File: config.mk
export PLATFORM = sky130hd
export DESIGN_NAME = sync_fifo_param_flat
export DESIGN_NICKNAME = d
export VERILOG_FILES = /design/src/rtl/sync_fifo_param_if.sv /design/src/rtl/sync_fifo_param.sv /design/src/flat_wrapper.sv
export SDC_FILE = /design/constraint.sdc
export NUM_CORES = 1
export LEC_CHECK = 0
export ABC_AREA = 1
export CORE_MARGIN = 5
export CORE_UTILIZATION = 45
export CTS_BUF_LIST = sky130_fd_sc_hd__clkbuf_8
export CTS_CLUSTER_SIZE = 20
export DETAILED_ROUTE_END_ITERATION = 7
export GPL_TIMING_DRIVEN = 1
export PLACE_DENSITY = 0.65
export SLEW_MARGIN = 20
export SYNTH_ARGS = -nofsm -noshare
export SYNTH_HDL_FRONTEND = slang
export SYNTH_SLANG_ARGS = --single-unit
File: constraint.sdc
create_clock -name clk -period 5.2 [get_ports clk]
set_input_delay 1.56 -clock clk [delete_from_list [all_inputs] [get_ports clk]]
set_output_delay 1.56 -clock clk [all_outputs]
set_load 0.01 [all_outputs]
File: src/rtl/sync_fifo_param_if.sv
// Handshake bundle for the parametrised synchronous FIFO.
// The master side is the producer/consumer (e.g. a bench or a bus agent);
// the slave side is the FIFO itself.
interface sync_fifo_param_if #(
  parameter int DATA_W = 8,
  parameter int DEPTH  = 16
);
  localparam int CW = $clog2(DEPTH) + 1;

  logic              wr_en;
  logic [DATA_W-1:0] wr_data;
  logic              rd_en;
  logic [DATA_W-1:0] rd_data;
  logic              full;
  logic              empty;
  logic              almost_full;
  logic              almost_empty;
  logic [CW-1:0]     count;
  logic              flush;
  logic              clr_err;
  logic              overflow;
  logic              underflow;

  modport master (
    output wr_en, wr_data, rd_en, flush, clr_err,
    input  rd_data, full, empty, almost_full, almost_empty, count,
           overflow, underflow
  );

  modport slave (
    input  wr_en, wr_data, rd_en, flush, clr_err,
    output rd_data, full, empty, almost_full, almost_empty, count,
           overflow, underflow
  );
endinterface

File: src/rtl/sync_fifo_param.sv
// Single-clock FIFO with programmable almost-full/almost-empty levels,
// occupancy count, sticky overflow/underflow flags, synchronous flush
// and a choice of registered or first-word-fall-through read data.
// Full/empty come from the registered count, so pointers may simply wrap.
module sync_fifo_param #(
  parameter int DATA_W = 8,
  parameter int DEPTH  = 16,
  parameter int AF_LVL = 14,
  parameter int AE_LVL = 2,
  parameter int FWFT   = 0
) (
  input  logic             clk,
  input  logic             rst_n,
  sync_fifo_param_if.slave f
);

  localparam int AW = $clog2(DEPTH);
  localparam int CW = AW + 1;
  localparam logic [CW-1:0] DEPTH_C = CW'(DEPTH);
  localparam logic [CW-1:0] AF_C    = CW'(AF_LVL);
  localparam logic [CW-1:0] AE_C    = CW'(AE_LVL);

  logic [DATA_W-1:0] mem_q [DEPTH];
  logic [AW-1:0]     wr_ptr_q, wr_ptr_d;
  logic [AW-1:0]     rd_ptr_q, rd_ptr_d;
  logic [CW-1:0]     count_q, count_d;
  logic              ovf_q, ovf_d;
  logic              udf_q, udf_d;
  logic              full, empty;
  logic              wr_acc, rd_acc;

  assign full   = (count_q == DEPTH_C);
  assign empty  = (count_q == '0);
  assign wr_acc = f.wr_en & ~full  & ~f.flush;
  assign rd_acc = f.rd_en & ~empty & ~f.flush;

  assign f.full         = full;
  assign f.empty        = empty;
  assign f.almost_full  = (count_q >= AF_C);
  assign f.almost_empty = (count_q <= AE_C);
  assign f.count        = count_q;
  assign f.overflow     = ovf_q;
  assign f.underflow    = udf_q;

  // Next pointers, occupancy and sticky error flags; flush wins over traffic
  // but never touches the error flags, and a new error beats clr_err.
  always_comb begin
    wr_ptr_d = wr_ptr_q;
    rd_ptr_d = rd_ptr_q;
    count_d  = count_q;
    ovf_d    = (f.wr_en & full)  | (ovf_q & ~f.clr_err);
    udf_d    = (f.rd_en & empty) | (udf_q & ~f.clr_err);
    if (f.flush) begin
      wr_ptr_d = '0;
      rd_ptr_d = '0;
      count_d  = '0;
    end else begin
      if (wr_acc) wr_ptr_d = wr_ptr_q + AW'(1);
      if (rd_acc) rd_ptr_d = rd_ptr_q + AW'(1);
      case ({wr_acc, rd_acc})
        2'b10:   count_d = count_q + CW'(1);
        2'b01:   count_d = count_q - CW'(1);
        default: count_d = count_q;
      endcase
    end
  end

  // Control state register, cleared asynchronously.
  always_ff @(posedge clk or negedge rst_n) begin
    if (!rst_n) begin
      wr_ptr_q <= '0;
      rd_ptr_q <= '0;
      count_q  <= '0;
      ovf_q    <= 1'b0;
      udf_q    <= 1'b0;
    end else begin
      wr_ptr_q <= wr_ptr_d;
      rd_ptr_q <= rd_ptr_d;
      count_q  <= count_d;
      ovf_q    <= ovf_d;
      udf_q    <= udf_d;
    end
  end

  // Storage array is deliberately left without reset.
  always_ff @(posedge clk) begin
    if (wr_acc) mem_q[wr_ptr_q] <= f.wr_data;
  end

  generate
    if (FWFT != 0) begin : g_fwft
      assign f.rd_data = empty ? '0 : mem_q[rd_ptr_q];
    end else begin : g_std
      logic [DATA_W-1:0] rd_data_q;

      // Registered read port: updates only on an accepted read, else holds.
      always_ff @(posedge clk or negedge rst_n) begin
        if (!rst_n)      rd_data_q <= '0;
        else if (rd_acc) rd_data_q <= mem_q[rd_ptr_q];
      end

      assign f.rd_data = rd_data_q;
    end
  endgenerate

endmodule

File: src/flat_wrapper.sv
// flat-port wrapper written by rule: the top's interface ports become plain ports
module sync_fifo_param_flat 
#(
  parameter int DATA_W = 8,
  parameter int DEPTH  = 16,
  parameter int AF_LVL = 14,
  parameter int AE_LVL = 2,
  parameter int FWFT   = 0
)
  (clk, rst_n, f_wr_en, f_wr_data, f_rd_en, f_flush, f_clr_err, f_rd_data, f_full, f_empty, f_almost_full, f_almost_empty, f_count, f_overflow, f_underflow);
  sync_fifo_param_if #(.DATA_W(DATA_W), .DEPTH(DEPTH)) f_i ();
  input  logic clk;
  input  logic rst_n;
  input wire logic [$bits(f_i.wr_en)-1:0] f_wr_en;
  input wire logic [$bits(f_i.wr_data)-1:0] f_wr_data;
  input wire logic [$bits(f_i.rd_en)-1:0] f_rd_en;
  input wire logic [$bits(f_i.flush)-1:0] f_flush;
  input wire logic [$bits(f_i.clr_err)-1:0] f_clr_err;
  output wire logic [$bits(f_i.rd_data)-1:0] f_rd_data;
  output wire logic [$bits(f_i.full)-1:0] f_full;
  output wire logic [$bits(f_i.empty)-1:0] f_empty;
  output wire logic [$bits(f_i.almost_full)-1:0] f_almost_full;
  output wire logic [$bits(f_i.almost_empty)-1:0] f_almost_empty;
  output wire logic [$bits(f_i.count)-1:0] f_count;
  output wire logic [$bits(f_i.overflow)-1:0] f_overflow;
  output wire logic [$bits(f_i.underflow)-1:0] f_underflow;
  assign f_i.wr_en = f_wr_en;
  assign f_i.wr_data = f_wr_data;
  assign f_i.rd_en = f_rd_en;
  assign f_i.flush = f_flush;
  assign f_i.clr_err = f_clr_err;
  assign f_rd_data = f_i.rd_data;
  assign f_full = f_i.full;
  assign f_empty = f_i.empty;
  assign f_almost_full = f_i.almost_full;
  assign f_almost_empty = f_i.almost_empty;
  assign f_count = f_i.count;
  assign f_overflow = f_i.overflow;
  assign f_underflow = f_i.underflow;
  sync_fifo_param #(.DATA_W(DATA_W), .DEPTH(DEPTH), .AF_LVL(AF_LVL), .AE_LVL(AE_LVL), .FWFT(FWFT)) u_core (.clk(clk), .rst_n(rst_n), .f(f_i));
endmodule
==> impl_metrics.ini <==
[setup_path]
worstSetupEndpointType = output pin
rr_worst_depth = 6
arrival_time_at_the_worst_endpoint_ns = 1.95
required_ns = 3.64
critical_path_class = flop to output pin
worstReg2RegEnd = u_core.mem_q[9][7]
critPathLaunchType = flop
crit_path_max_fanout = 6
reg2reg_setup_slack_ns = 2.78
r2r_start = u_core.f.count[1]

[clocking]
htree_levels = 4
clock_sink_count = 151
postCtsResizedCells = 0
post_cts.repair.setup_buffers = 0
cts_buffer_count = 17
cts.hold.buffers_added = 0
cts_tree = built
insertion_delay_ns = 0.44
clockRootBuffer = sky130_fd_sc_hd__clkbuf_8
cts.reportedPaths.clkPinSlew_ns = 0.08
cts-root-to-sink-buffers = 2

[placed_design]
globalplace.congestion = 0.904
port-buffer-count = 32
preCtsSetupSlack_ns = 1.34
dp_hpwl_um = 9370

[timing]
finalWorstSetupSlack_ns = 1.69
fin_skew_ns = 0.0117
tightestPinTransition_ns = 1.08
final-setup-viol-count = 0
period_share_pct = 67.5
drv_slew = 0
max_frequency_mhz = 285
slew_headroom_pct = 27.3
sum_of_negative_setup_slack_ns = 0
fin_crit_ns = 3.51
grt_setup_unrepaired = no
report.final.hold_viol_count = 0

[synth]
top_post_synthesis_cells_by_area = sky130_fd_sc_hd__edfxtp_1, sky130_fd_sc_hd__dfrtp_1, sky130_fd_sc_hd__o21ai_0, sky130_fd_sc_hd__nor2_1, sky130_fd_sc_hd__o211ai_1
postSynth.topFlopCell = sky130_fd_sc_hd__edfxtp_1
syn_nets = 546
instance_count_of_the_mapped_netlist = 525
fraction_of_the_yosys_area_taken_by_sequential_cells_pct = 69.5
synth_top_area_share_pct = 60.4
post-synth-top-area-cell = sky130_fd_sc_hd__edfxtp_1
synth_edf_count = 128
ys_seq_elements = 151
syn-cell-area_um2 = 6360
synth.most_common_cell = sky130_fd_sc_hd__edfxtp_1
ys_types = 32
top_post_synthesis_cells_by_count = sky130_fd_sc_hd__edfxtp_1, sky130_fd_sc_hd__nor2_1, sky130_fd_sc_hd__o21ai_0, sky130_fd_sc_hd__o211ai_1, sky130_fd_sc_hd__nand2_1
synth.avg_cell_area_um2 = 12.1
ys_async_sr_fraction_pct = 15.2
ys_warn_count = 0

[route]
detail_route.wirelength_um = 14600
drc = 0
drt_pass1_iterations = 5
dr.first_iter.drc_count = 367
route.antenna.remaining_nets = 0
vias_per_cell = 5.65
routed_wire_length_per_instance_um = 19.5
routed-via-count = 4219

[finish]
layout_overhead_on_the_synthesized_area_pct = 13.7
antenna-diode-count = 0
n_fill_cell = 1177
final_layout_size_suffix_gt1_share_pct = 10.6
final_nets = 575

[global_routing]
global_route_wire_length_before_repair_um = 22900
grt_antenna_before_repair = 0
grt_pass1_vias = 4185
grt_start_max_net_pins = 67
global_route.usage.total_pct = 18.4
grt_overflow_total = 0

[floorplan]
rows = 43
initial_utilization_pct = 45.8
die_h_um = 129
die_w_um = 129
io_pins = 33
core_region_area_um2 = 13900
dieArea_um2 = 16600

[power_and_ir_drop]
leakage_nw = 2.45
power.density_cell_area_nw_per_um2 = 470
vdd_ir_drop_max_uv = 163
fin_total_pwr_mw = 3.40

[min_path]
worst_hold_startpoint = u_core.f.rd_data[7]
holdPathEnd = u_core.f.rd_data[7]
hold_path_depth = 1
min_path_type = flop to flop

[run]
maxCapViolCount = 0

[run_status]
run_status = completed
==> cell families (layout without fill, tap and decap cells) <==
| logic type | after synthesis | count (layout) | synth area share [%] |
|---|---|---|---|
| AOI/OAI and AO/OA | 137 | 137 | 12.7 |
| and+or+nand+nor | 170 | 170 | 12.2 |
| adders and majority gates | 7 | 7 | 1.38 |
| buffers and inverters | 58 | 100 | 3.91 |
| xor gates and xnor gates | 2 | 2 | 0.275 |
| DFF | 151 | 151 | 69.5 |
==> metal layers <==
layer  track usage [%]  share of wire (%)
met2              29.1                 47
met3              4.61                6.7
met4              6.42                1.8
met5                 0                  0
met1              25.0                 44
==> power breakdown <==
group	internal (mW)	switching, mW	leakage, nW
Clock	0.469	0.424	0.210
Combinational	0.376	0.671	0.801
Sequential	1.39	0.0663	1.44
Total	2.23	1.16	2.45
==> worst max path at each step <==
stage / start / endpoint / slack (ns) / depth (start not counted)
6_report: u_core.f.count[2] / f_almost_full / 1.69 / 3
5_1_grt: u_core.f.count[2] / f_almost_full / 1.54 / 3
4_1_cts: u_core.f.count[2] / f_almost_full / 1.64 / 3
3_5_place_dp: f_flush / u_core.mem_q[14][7] / 1.34 / 4
3_3_place_gp: f_wr_en / u_core.mem_q[9][2] / 1.48 / 5
2_1_floorplan: f_wr_en / u_core.mem_q[13][0] / 2.29 / 4
==> layout by cell type, fill, tap and decap left out, types with 10 or more instances in the layout <==
master / count
sky130_fd_sc_hd__clkbuf_8: 17
sky130_fd_sc_hd__clkdlybuf4s50_1: 31
sky130_fd_sc_hd__dfrtp_1: 22
sky130_fd_sc_hd__edfxtp_1: 128
sky130_fd_sc_hd__inv_1: 27
sky130_fd_sc_hd__nand2_1: 25
sky130_fd_sc_hd__nand3_1: 23
sky130_fd_sc_hd__nor2_1: 95
sky130_fd_sc_hd__nor3_1: 10
sky130_fd_sc_hd__o211ai_1: 26
sky130_fd_sc_hd__o21ai_0: 80
==> worst max-delay path, stage by stage (launching register included) <==
cell                              delay (ns)
sky130_fd_sc_hd__dfrtp_1                0.49
sky130_fd_sc_hd__inv_1                  0.15
sky130_fd_sc_hd__o31ai_1                0.28
sky130_fd_sc_hd__clkdlybuf4s50_1        0.59
==> sequential cells by signal, indices dropped and copies added (netlist names) <==
| register | count |
|---|---|
| u_core.f.overflow | 1 |
| u_core.wr_ptr_q | 4 |
| u_core.rd_ptr_q | 4 |
| u_core.mem_q | 128 |
| u_core.f.count | 5 |
| u_core.f.rd_data | 8 |
| u_core.f.underflow | 1 |
==> cell type report <==
cell class,count,area (um^2),area share [%]
clock inverter,15,163,2.25
tap,180,225,3.11
sequential,151,4420,61.1
timing repair buffer,38,360,4.98
clock buffer,17,234,3.24
inverter,30,115,1.59
multi-input combinational,316,1710,23.7
==> per-stage QoR <==
stage / util (%) / hold WS, ns / instance area, um^2 / std cells
floorplan: - / 0.531 / 6360 / 525
global placement: 49.1 / 0.474 / 6820 / 715
detailed placement: 49.1 / 0.481 / 6820 / 715
CTS: 52.0 / 0.499 / 7220 / 747
global route: 52.1 / 0.528 / 7230 / 747
finish: 52.1 / 0.496 / 7230 / 747
No activity file was read; power rests on OpenSTA's default activity.
